[src/rtl/conv2_pkg.sv]
// conv2_pkg: shared geometry and state encoding for the Convolution 2 layer
// (window read address generator, conv2_mem_write, layer controller).
package conv2_pkg;

  localparam int unsigned IMG_W  = 12;          // input map width/height
  localparam int unsigned K      = 5;           // kernel width/height
  localparam int unsigned OUT_W  = IMG_W - K + 1; // output map width/height (8)
  localparam int unsigned N_FILT = 3;           // filters / passes
  localparam int unsigned TAPS   = K * K;       // taps per window

  // Counter widths for the tap/position/filter counters
  localparam int unsigned KW_W   = $clog2(K);
  localparam int unsigned POS_W  = $clog2(OUT_W);
  localparam int unsigned FILT_W = $clog2(N_FILT);

  typedef enum logic [1:0] {
    IDLE,
    RUN,
    DONE
  } state_t;

endpackage

[src/rtl/conv2_tap_counter.sv]
// conv2_tap_counter: modulo-N counter with enable, synchronous clear and
// asynchronous active-high reset.
//   clk, reset  : clock, async reset (count -> 0)
//   i_en        : advance by one (wrapping N-1 -> 0)
//   i_clr       : synchronous clear, wins over i_en
//   o_count     : current count
//   o_wrap      : count is at N-1; the next enabled advance wraps. Used by
//                 the parent to enable the next-slower counter in a chain.
module conv2_tap_counter #(
  parameter int unsigned N = 5,
  parameter int unsigned W = $clog2(N)
) (
  input  logic         clk,
  input  logic         reset,
  input  logic         i_en,
  input  logic         i_clr,
  output logic [W-1:0] o_count,
  output logic         o_wrap
);

  logic [W-1:0] r_count;

  always_ff @(posedge clk or posedge reset) begin
    if (reset) begin
      r_count <= '0;
    end else if (i_clr) begin
      r_count <= '0;
    end else if (i_en) begin
      if (o_wrap) r_count <= '0;
      else        r_count <= r_count + 1'b1;
    end
  end

  assign o_count = r_count;
  assign o_wrap  = (r_count == W'(N - 1));

endmodule

[src/rtl/conv2_window_read.sv]
// conv2_window_read: Convolution 2 input-side address generator. Walks a
// KxK window over the IMG_W x IMG_W input map for every OUT_W x OUT_W output
// position and every filter, one tap per cycle.
//   clk, reset  : clock, async active-high reset
//   start       : begin a full layer pass (honoured in IDLE/DONE only)
//   stall       : hold traversal for this cycle
//   in_addr     : input map read address  (orow+kr)*IMG_W + (ocol+kc)
//   w_addr      : weight read address     f*K*K + kr*K + kc
//   addr_valid  : live tap this cycle
//   first_tap   : tap (0,0) of a window, qualified by addr_valid
//   last_tap    : tap (K-1,K-1) of a window, qualified by addr_valid
//   out_pos     : orow*OUT_W + ocol
//   filt        : current filter
//   busy / done : state RUN / state DONE (level)
module conv2_window_read
  import conv2_pkg::*;
#(
  parameter int unsigned ADDR_W  = 8,
  parameter int unsigned WADDR_W = 7
) (
  input  logic               clk,
  input  logic               reset,
  input  logic               start,
  input  logic               stall,
  output logic [ADDR_W-1:0]  in_addr,
  output logic [WADDR_W-1:0] w_addr,
  output logic               addr_valid,
  output logic               first_tap,
  output logic               last_tap,
  output logic [5:0]         out_pos,
  output logic [1:0]         filt,
  output logic               busy,
  output logic               done
);

  state_t r_state;
  state_t w_next;

  logic [KW_W-1:0]   w_kc, w_kr;
  logic [POS_W-1:0]  w_ocol, w_orow;
  logic [FILT_W-1:0] w_f;
  logic w_kc_wrap, w_kr_wrap, w_ocol_wrap, w_orow_wrap, w_f_wrap;
  logic w_final, w_clr, w_adv;
  logic w_en_kr, w_en_ocol, w_en_orow, w_en_f;

  // The final tap is presented by holding the counters rather than letting
  // them wrap, so addresses keep their final values through DONE.
  assign w_final = w_kc_wrap & w_kr_wrap & w_ocol_wrap & w_orow_wrap & w_f_wrap;
  assign w_clr   = start & (r_state != RUN);
  assign w_adv   = (r_state == RUN) & ~stall & ~w_final;

  assign w_en_kr   = w_adv     & w_kc_wrap;
  assign w_en_ocol = w_en_kr   & w_kr_wrap;
  assign w_en_orow = w_en_ocol & w_ocol_wrap;
  assign w_en_f    = w_en_orow & w_orow_wrap;

  conv2_tap_counter #(.N(K), .W(KW_W)) u_kc (
    .clk(clk), .reset(reset), .i_en(w_adv), .i_clr(w_clr),
    .o_count(w_kc), .o_wrap(w_kc_wrap)
  );
  conv2_tap_counter #(.N(K), .W(KW_W)) u_kr (
    .clk(clk), .reset(reset), .i_en(w_en_kr), .i_clr(w_clr),
    .o_count(w_kr), .o_wrap(w_kr_wrap)
  );
  conv2_tap_counter #(.N(OUT_W), .W(POS_W)) u_ocol (
    .clk(clk), .reset(reset), .i_en(w_en_ocol), .i_clr(w_clr),
    .o_count(w_ocol), .o_wrap(w_ocol_wrap)
  );
  conv2_tap_counter #(.N(OUT_W), .W(POS_W)) u_orow (
    .clk(clk), .reset(reset), .i_en(w_en_orow), .i_clr(w_clr),
    .o_count(w_orow), .o_wrap(w_orow_wrap)
  );
  conv2_tap_counter #(.N(N_FILT), .W(FILT_W)) u_f (
    .clk(clk), .reset(reset), .i_en(w_en_f), .i_clr(w_clr),
    .o_count(w_f), .o_wrap(w_f_wrap)
  );

  // State register
  always_ff @(posedge clk or posedge reset) begin
    if (reset) r_state <= IDLE;
    else       r_state <= w_next;
  end

  // Next-state logic
  always_comb begin
    w_next = r_state;
    case (r_state)
      IDLE:    if (start) w_next = RUN;
      RUN:     if (!stall && w_final) w_next = DONE;
      DONE:    if (start) w_next = RUN;
      default: w_next = IDLE;
    endcase
  end

  // Output logic
  always_comb begin
    busy       = (r_state == RUN);
    done       = (r_state == DONE);
    addr_valid = busy & ~stall;
    first_tap  = addr_valid & (w_kc == '0) & (w_kr == '0);
    last_tap   = addr_valid & w_kc_wrap & w_kr_wrap;
  end

  // Address arithmetic from the registered counters
  always_comb begin
    in_addr = (ADDR_W'(w_orow) + ADDR_W'(w_kr)) * ADDR_W'(IMG_W)
            + ADDR_W'(w_ocol) + ADDR_W'(w_kc);
    w_addr  = WADDR_W'(w_f) * WADDR_W'(TAPS)
            + WADDR_W'(w_kr) * WADDR_W'(K) + WADDR_W'(w_kc);
    out_pos = {w_orow, w_ocol};
    filt    = w_f;
  end

endmodule

[config.mk]
export PLATFORM = sky130hd
export DESIGN_NAME = conv2_window_read
export DESIGN_NICKNAME = d
export VERILOG_FILES = /design/src/rtl/conv2_pkg.sv /design/src/rtl/conv2_tap_counter.sv /design/src/rtl/conv2_window_read.sv
export SDC_FILE = /design/constraint.sdc
export NUM_CORES = 1
export LEC_CHECK = 0
export BUFFER_PORTS_ARGS = -buffer_cell sky130_fd_sc_hd__buf_2
export CORE_MARGIN = 3
export CORE_UTILIZATION = 54
export CTS_CLUSTER_SIZE = 12
export DETAILED_ROUTE_END_ITERATION = 6
export PLACE_DENSITY_LB_ADDON = 0.3
export SYNTH_ARGS = -nofsm -noshare
export SYNTH_HDL_FRONTEND = slang
export SYNTH_SLANG_ARGS = --single-unit
[constraint.sdc]
create_clock -name clk -period 3.64 [get_ports clk]
set_clock_uncertainty 0.1 [all_clocks]
set_input_delay 0.546 -clock clk [delete_from_list [all_inputs] [get_ports clk]]
set_output_delay 0.546 -clock clk [all_outputs]
set_load 0.01 [all_outputs]
Yosys cells after proc, flatten, opt, wreduce, memory -nomap -nowiden
Cells that the tools add are included.
{"block": "totals", "regBits": 16, "in_bits": 4, "out_inout_bits": 28, "word_cells": 76}
{"block": "classes", "n_addsub": 10, "n_mul": 3, "n_eq_ne": 10, "n_mux": 18, "n_bitwise": 17, "n_reduce_logical": 12}
{"op": "2-to-1 mux 3 bit", "n": 12}
{"op": "adder 8 x 3 -> 8 bit", "n": 2}
{"op": "bitwise AND 1 bit", "n": 15}
{"op": "adder 3 x 1 -> 3 bit, second input constant", "n": 4}
{"op": "== test 3 bit, second input constant", "n": 4}
{"op": "2-to-1 mux 2 bit", "n": 5}
{"op": "nonzero test 2 bit", "n": 5}
{"op": "adder 7 x 3 -> 7 bit", "n": 1}
{"op": "adder 7 x 6 -> 7 bit", "n": 1}
{"op": "multiplier 2 x 5 -> 7 bit, second input constant", "n": 1}
{"op": "logical NOT 3 bit", "n": 2}
{"op": "multiplier 3 x 3 -> 6 bit, second input constant", "n": 1}
{"op": "multiplier 4 x 2 -> 6 bit, second input constant", "n": 1}
{"op": "inequality test 2 x 1 -> 1 bit, second input constant", "n": 3}
{"op": "adder 3 x 3 -> 4 bit", "n": 1}
{"op": "== test 2 bit, second input constant", "n": 2}
{"op": "case mux 2 bit (2 select lines)", "n": 1}
{"op": "adder 2 x 1 -> 2 bit, second input constant", "n": 1}
{"op": "== test 2 x 1 -> 1 bit, second input constant", "n": 1}
{"op": "logical NOT 2 bit", "n": 1}
{"op": "NOT 1 bit", "n": 2}
{"op": "AND reduction 2 bit", "n": 1}
{"op": "OR reduction 2 bit", "n": 1}
{"op": "logical AND 1 bit", "n": 1}
{"op": "logical NOT 1 bit", "n": 1}

Logic depth before layout (Yosys ltp)
{"block": "depth", "word_depth": 13, "mapped_depth": 12, "mapped_depth_nobuf": 12}

Hierarchy
From an unflattened synthesis, not the netlist that was laid out.
{"block": "hier_totals", "hier_cells": 172, "area_unflattened_um2": 1729.2}
{"module": "conv2_window_read", "n_inst": 1, "cells_each": 100, "area_per_inst_um2": 968.4, "seq_area_each_um2": 50.0}
{"module": "conv2_tap_counter at u_kc ...", "n_inst": 2, "cells_each": 18, "area_per_inst_um2": 173.9, "seq_area_each_um2": 75.1}
{"module": "conv2_tap_counter at u_ocol ...", "n_inst": 2, "cells_each": 13, "area_per_inst_um2": 155.1, "seq_area_each_um2": 75.1}
{"module": "conv2_tap_counter at u_f", "n_inst": 1, "cells_each": 10, "area_per_inst_um2": 102.6, "seq_area_each_um2": 50.0}

Worst setup path after synthesis
OpenSTA, ideal clock, no wires.
{"block": "synth_path", "path_kind": "flip-flop to output port", "start": "register u_orow.r_count[1] (netlist: u_orow.o_count[1])", "end": "output in_addr[7]", "arrival_time_ns": 2.776, "t_required_ns": 2.994, "path_slack_ns": 0.218, "path_stages_with_launch": 11, "n_path_buf": 1, "path_cell_list": "dfrtp_1 > ha_1 > a21o_1 > a21oi_1 > inv_1 > ha_1 > clkbuf_1 > a21oi_1 > xnor2_1 > or4_1 > o221ai_1"}
{"block": "synth_between", "elab_chain_len": 4}
{"element": "start: declaration", "line": "conv2_tap_counter.sv:21", "source": "logic [W-1:0] r_count;"}
{"element": "start signal: assignment", "line": "conv2_tap_counter.sv:30", "source": "else r_count <= r_count + 1'b1;"}
{"element": "adder 3 x 3 -> 4 bit", "line": "conv2_window_read.sv:106", "source": "in_addr = (ADDR_W'(w_orow) + ADDR_W'(w_kr)) * ADDR_W'(IMG_W)"}
{"element": "multiplier 4 x 2 -> 6 bit", "line": "conv2_window_read.sv:106"}
{"element": "adder 8 x 3 -> 8 bit (2 in a row)", "line": "conv2_window_read.sv:107", "source": "+ ADDR_W'(w_ocol) + ADDR_W'(w_kc);"}
{"element": "end: declaration", "line": "conv2_window_read.sv:25", "source": "output logic [ADDR_W-1:0] in_addr,"}
Every way passes these cells.

Final worst setup path
{"block": "layout_path", "start": "register u_kr.r_count[0] (netlist: u_kr.o_count[0])", "end": "output in_addr[7]"}
{"block": "layout_between", "elab_chain_len": 4}
{"element": "start: declaration", "line": "conv2_tap_counter.sv:21"}
{"element": "start signal: assignment", "line": "conv2_tap_counter.sv:30"}
{"element": "adder 3 x 3 -> 4 bit", "line": "conv2_window_read.sv:106"}
{"element": "multiplier 4 x 2 -> 6 bit", "line": "conv2_window_read.sv:106"}
{"element": "adder 8 x 3 -> 8 bit (2 in a row)", "line": "conv2_window_read.sv:107"}
Every way passes these cells.

==> impl_results.md <==
- M1 wire length: 1.86 mm
- Seq/Total Area, Yosys: 23.0%
- Net Sw Frac: 43.3%
- Clk pwr share: 11.2%
- Post-DP Area: 1980 µm²
- Crit-path max FO: 3
- Pin count of the biggest net entering global routing: 17
- Layout cell share with drive strength beyond 1: 40.1%
- CP Launch Point: u_kr.o_count[0]$_DFFE_PP0P_
- Post-route minimum period: 3.85 ns
- HP Class: in2async
- Worst setup margin: -0.213 ns
- Origin of the critical flop-to-flop path: u_kr.o_count[0]$_DFFE_PP0P_
- Startpoint type of the worst setup path: register
- Hpwl dp: 3.03 mm
- Cell Rows: 19
- First-pass GRT wire length: 7.07 mm
- Starting density of the core: 60.0%
- Num ports: 32
- Maxcap violations: 0
- Vias: 1581
- Root Buffer: clkbuf_4
- DRC Markers: 0
- Post-Place Worst Slack: 0.0867 ns
- Syn_nets: 233
- Mapped Area: 1740 µm²
- Crit Path Class: reg2out
- Worst EP required: 2.99 ns
- Synthesis-to-layout area growth: 35.4%
- Die width: 62.8 µm
- Total power: 1.09 mW
- Commonest non-fill, non-tap cell in the layout: buf_2
- Comb pwr share: 65.8%
- Total GRT Usage: 22.3%
- Finished Core Util: 81.2%
- 1st-pass router iterations: 4
- Number of global-route vias before repair: 1628
- Flop-to-flop setup slack: 0.85 ns
- Congestion Overflow GR: 0
- Port Buffers: 31
- DR vias/cell: 5.57
- Cts bufs inserted: 3
- Total wire length: 5.04 mm
- Starting DRC count in detailed routing: 73
- Synthesis-stage register bit count: 16
- GP Congestion: 0.779
- Met2 Wirelength: 2.64 mm
- Worst Tran Pin Value: 1.00 ns
- Top cells by area, synth: ha_1, dfrtp_1, fa_1
- CTS tree: yes
- FMAX: 0.260 GHz
- WL met3: 198 µm
- Cell mode on critical path: ha_4
- Crit-path cells: ha_4 > fa_2 > buf_6 > ha_4 > a21o_1 > a21oi_2 > xnor2_1 > or4_1 > o221ai_1 > buf_2
- Synth warnings: 0
- Core area: 2900 µm²
- Avg Inst Size Synth: 9.45 µm²
- Final Max Slew Viols: 0
- Cell Count Post-Placement: 260
- Worst skew pair latency: 0.30 ns
- Die height: 62.8 µm
- Diodes inserted: 0
- Internal power: 0.619 mW
- CTS H-Tree Depth: 1
- Net Sw Power: 0.473 mW
- Outcome: complete, but fails checks
- VDD IR-drop max: 0.355 mV
- Slowest stage delay, CP: 0.58 ns
- Non-Filler Instances: 284
- Critical Path AT: 3.21 ns
- Clk slew on worst S/H paths: 0.10 ns
- Hold Vio Cnt, Final: 0
- Die area: 3940 µm²
- Layout net count: 292
- LEAKAGE: 1.26 nW
- Final Instance Area: 2350 µm²
- Worst path top cell family by delay: adder cells
- Unrepaired setup endpoints after global routing: yes
- Fin crit share: 106%
- Post-route ant nets: 0
- Clock sink total: 16
- Cells after synthesis: 184
- Reg power frac: 23.0%
- Top routing layer used: met4
- Final setup fails: 2
- Crit. End Element: output pin
- Headroom to the max-slew limit: 32.8%
- Post-synth top area cell: ha_1
- Clock tree buffer depth: 2
- Synth unique cells: 35
- Worst Path Buf+Inv: 2
- Power per Cell Area: 464 nW/µm²
- Slowest cell on crit path: fa_2
- WL/cell: 17.8 µm
- Most frequent cells in the layout: buf_2, ha_1, buf_4, inv_1, nor2_1
- Initial antenna violation count: 0
- Synth top area share: 26.6%
- Failing checks: setup timing
[area by class of cell]
class,count,area (µm²)
fillers,168,546
well taps,42,52.6
repair buffers,56,363
flip-flops and latches,16,405
clock buffers,4,36.3
multi-input cells,138,1390
inverters,28,105
[cells by family (layout without fill, tap and decap cells)]
| kind of cell | count (synthesis) | in the layout | share of synthesized area, % |
|---|---|---|---|
| adders and majority gates | 45 | 45 | 35.8 |
| xor gates and xnor gates | 13 | 13 | 6.55 |
| muxes | 7 | 7 | 4.03 |
| DFF | 16 | 16 | 23.0 |
| AOI/OAI and AO/OA | 30 | 30 | 10.6 |
| buffers and inverters | 30 | 88 | 6.47 |
| and+or+nand+nor | 43 | 43 | 13.5 |
[metrics by stage]
step                      hold WS (ns)  TNS (ns)
after floorplan                  0.346         0
after global placement           0.368         0
after detailed placement         0.395         0
after CTS                        0.227    -0.121
after global routing             0.254    -0.486
final                            0.194    -0.265
[power by group through the flow]
stage / logic [mW] / registers [mW] / clock network (mW)
floorplan: 0.341 / 0.238 / 0
global placement: 0.469 / 0.244 / 0
detailed placement: 0.498 / 0.247 / 0
CTS: 0.566 / 0.242 / 0.121
global route: 0.781 / 0.253 / 0.131
finish: 0.718 / 0.251 / 0.122
[worst register-to-register path: stages (launching register included)]
cell     delay (ns)
dfrtp_2        0.47
buf_12         0.14
buf_4          0.12
buf_4          0.12
buf_4          0.13
inv_1          0.05
ha_1           0.21
nand4_1        0.26
nor3b_4        0.47
and3_1         0.30
mux2i_1        0.22
nor2_1         0.05
[worst paths after layout]
kind,endpoint,depth (start not counted)
hold reg to reg,r_state[0]$_DFFE_PP0P_,1
min in group clk,r_state[0]$_DFFE_PP0P_,1
setup reg to reg,u_f.o_count[0]$_DFFE_PP0P_,11
hold / removal,u_kc.o_count[0]$_DFFE_PP0P_,2
setup / recovery,in_addr[7],10
max in group asynchronous,u_orow.o_count[1]$_DFFE_PP0P_,2
[registers in the layout (all words and copies together) (netlist names)]
register        count
r_state             2
u_f.o_count         2
u_kc.o_count        3
u_kr.o_count        3
u_ocol.o_count      3
u_orow.o_count      3
[routing by layer]
metal	track usage [%]	up-vias
met2	43.3	67
met5	0	-
met3	1.44	30
met4	12.1	0
li1	-	742
met1	23.6	742
[cell usage after synthesis]
master	number
ha_1	37
inv_1	28
dfrtp_1	16
nor2_1	15
a21oi_1	14
fa_1	8
xnor2_1	8
mux2i_1	7
nand2_1	6
a21o_1	5
xor2_1	5
nand3_1	4
nor3_1	4
o21ai_0	4
clkbuf_1	2
or3_1	2
a21oi_2	1
a22o_1	1
a311o_1	1
and2b_1	1
and3_1	1
and4b_1	1
nand2_2	1
nand3b_1	1
nand4_1	1
nand4b_1	1
nor2b_1	1
nor3b_4	1
nor4_1	1
o21ai_1	1
o221ai_1	1
o2bb2ai_1	1
o31ai_1	1
or3b_4	1
or4_1	1
[repair_timing]
| action | in CTS | in global routing |
|---|---|---|
| pin swaps | 13 | 16 |
| endpoints found under the setup margin | 2 | 4 |
| hold buffers | 0 | 0 |
| setup buffers | 9 | 12 |
| resized for setup | 17 | 21 |
| hold endpoints to repair | 0 | 0 |
Power figures use the tool's default switching activity.
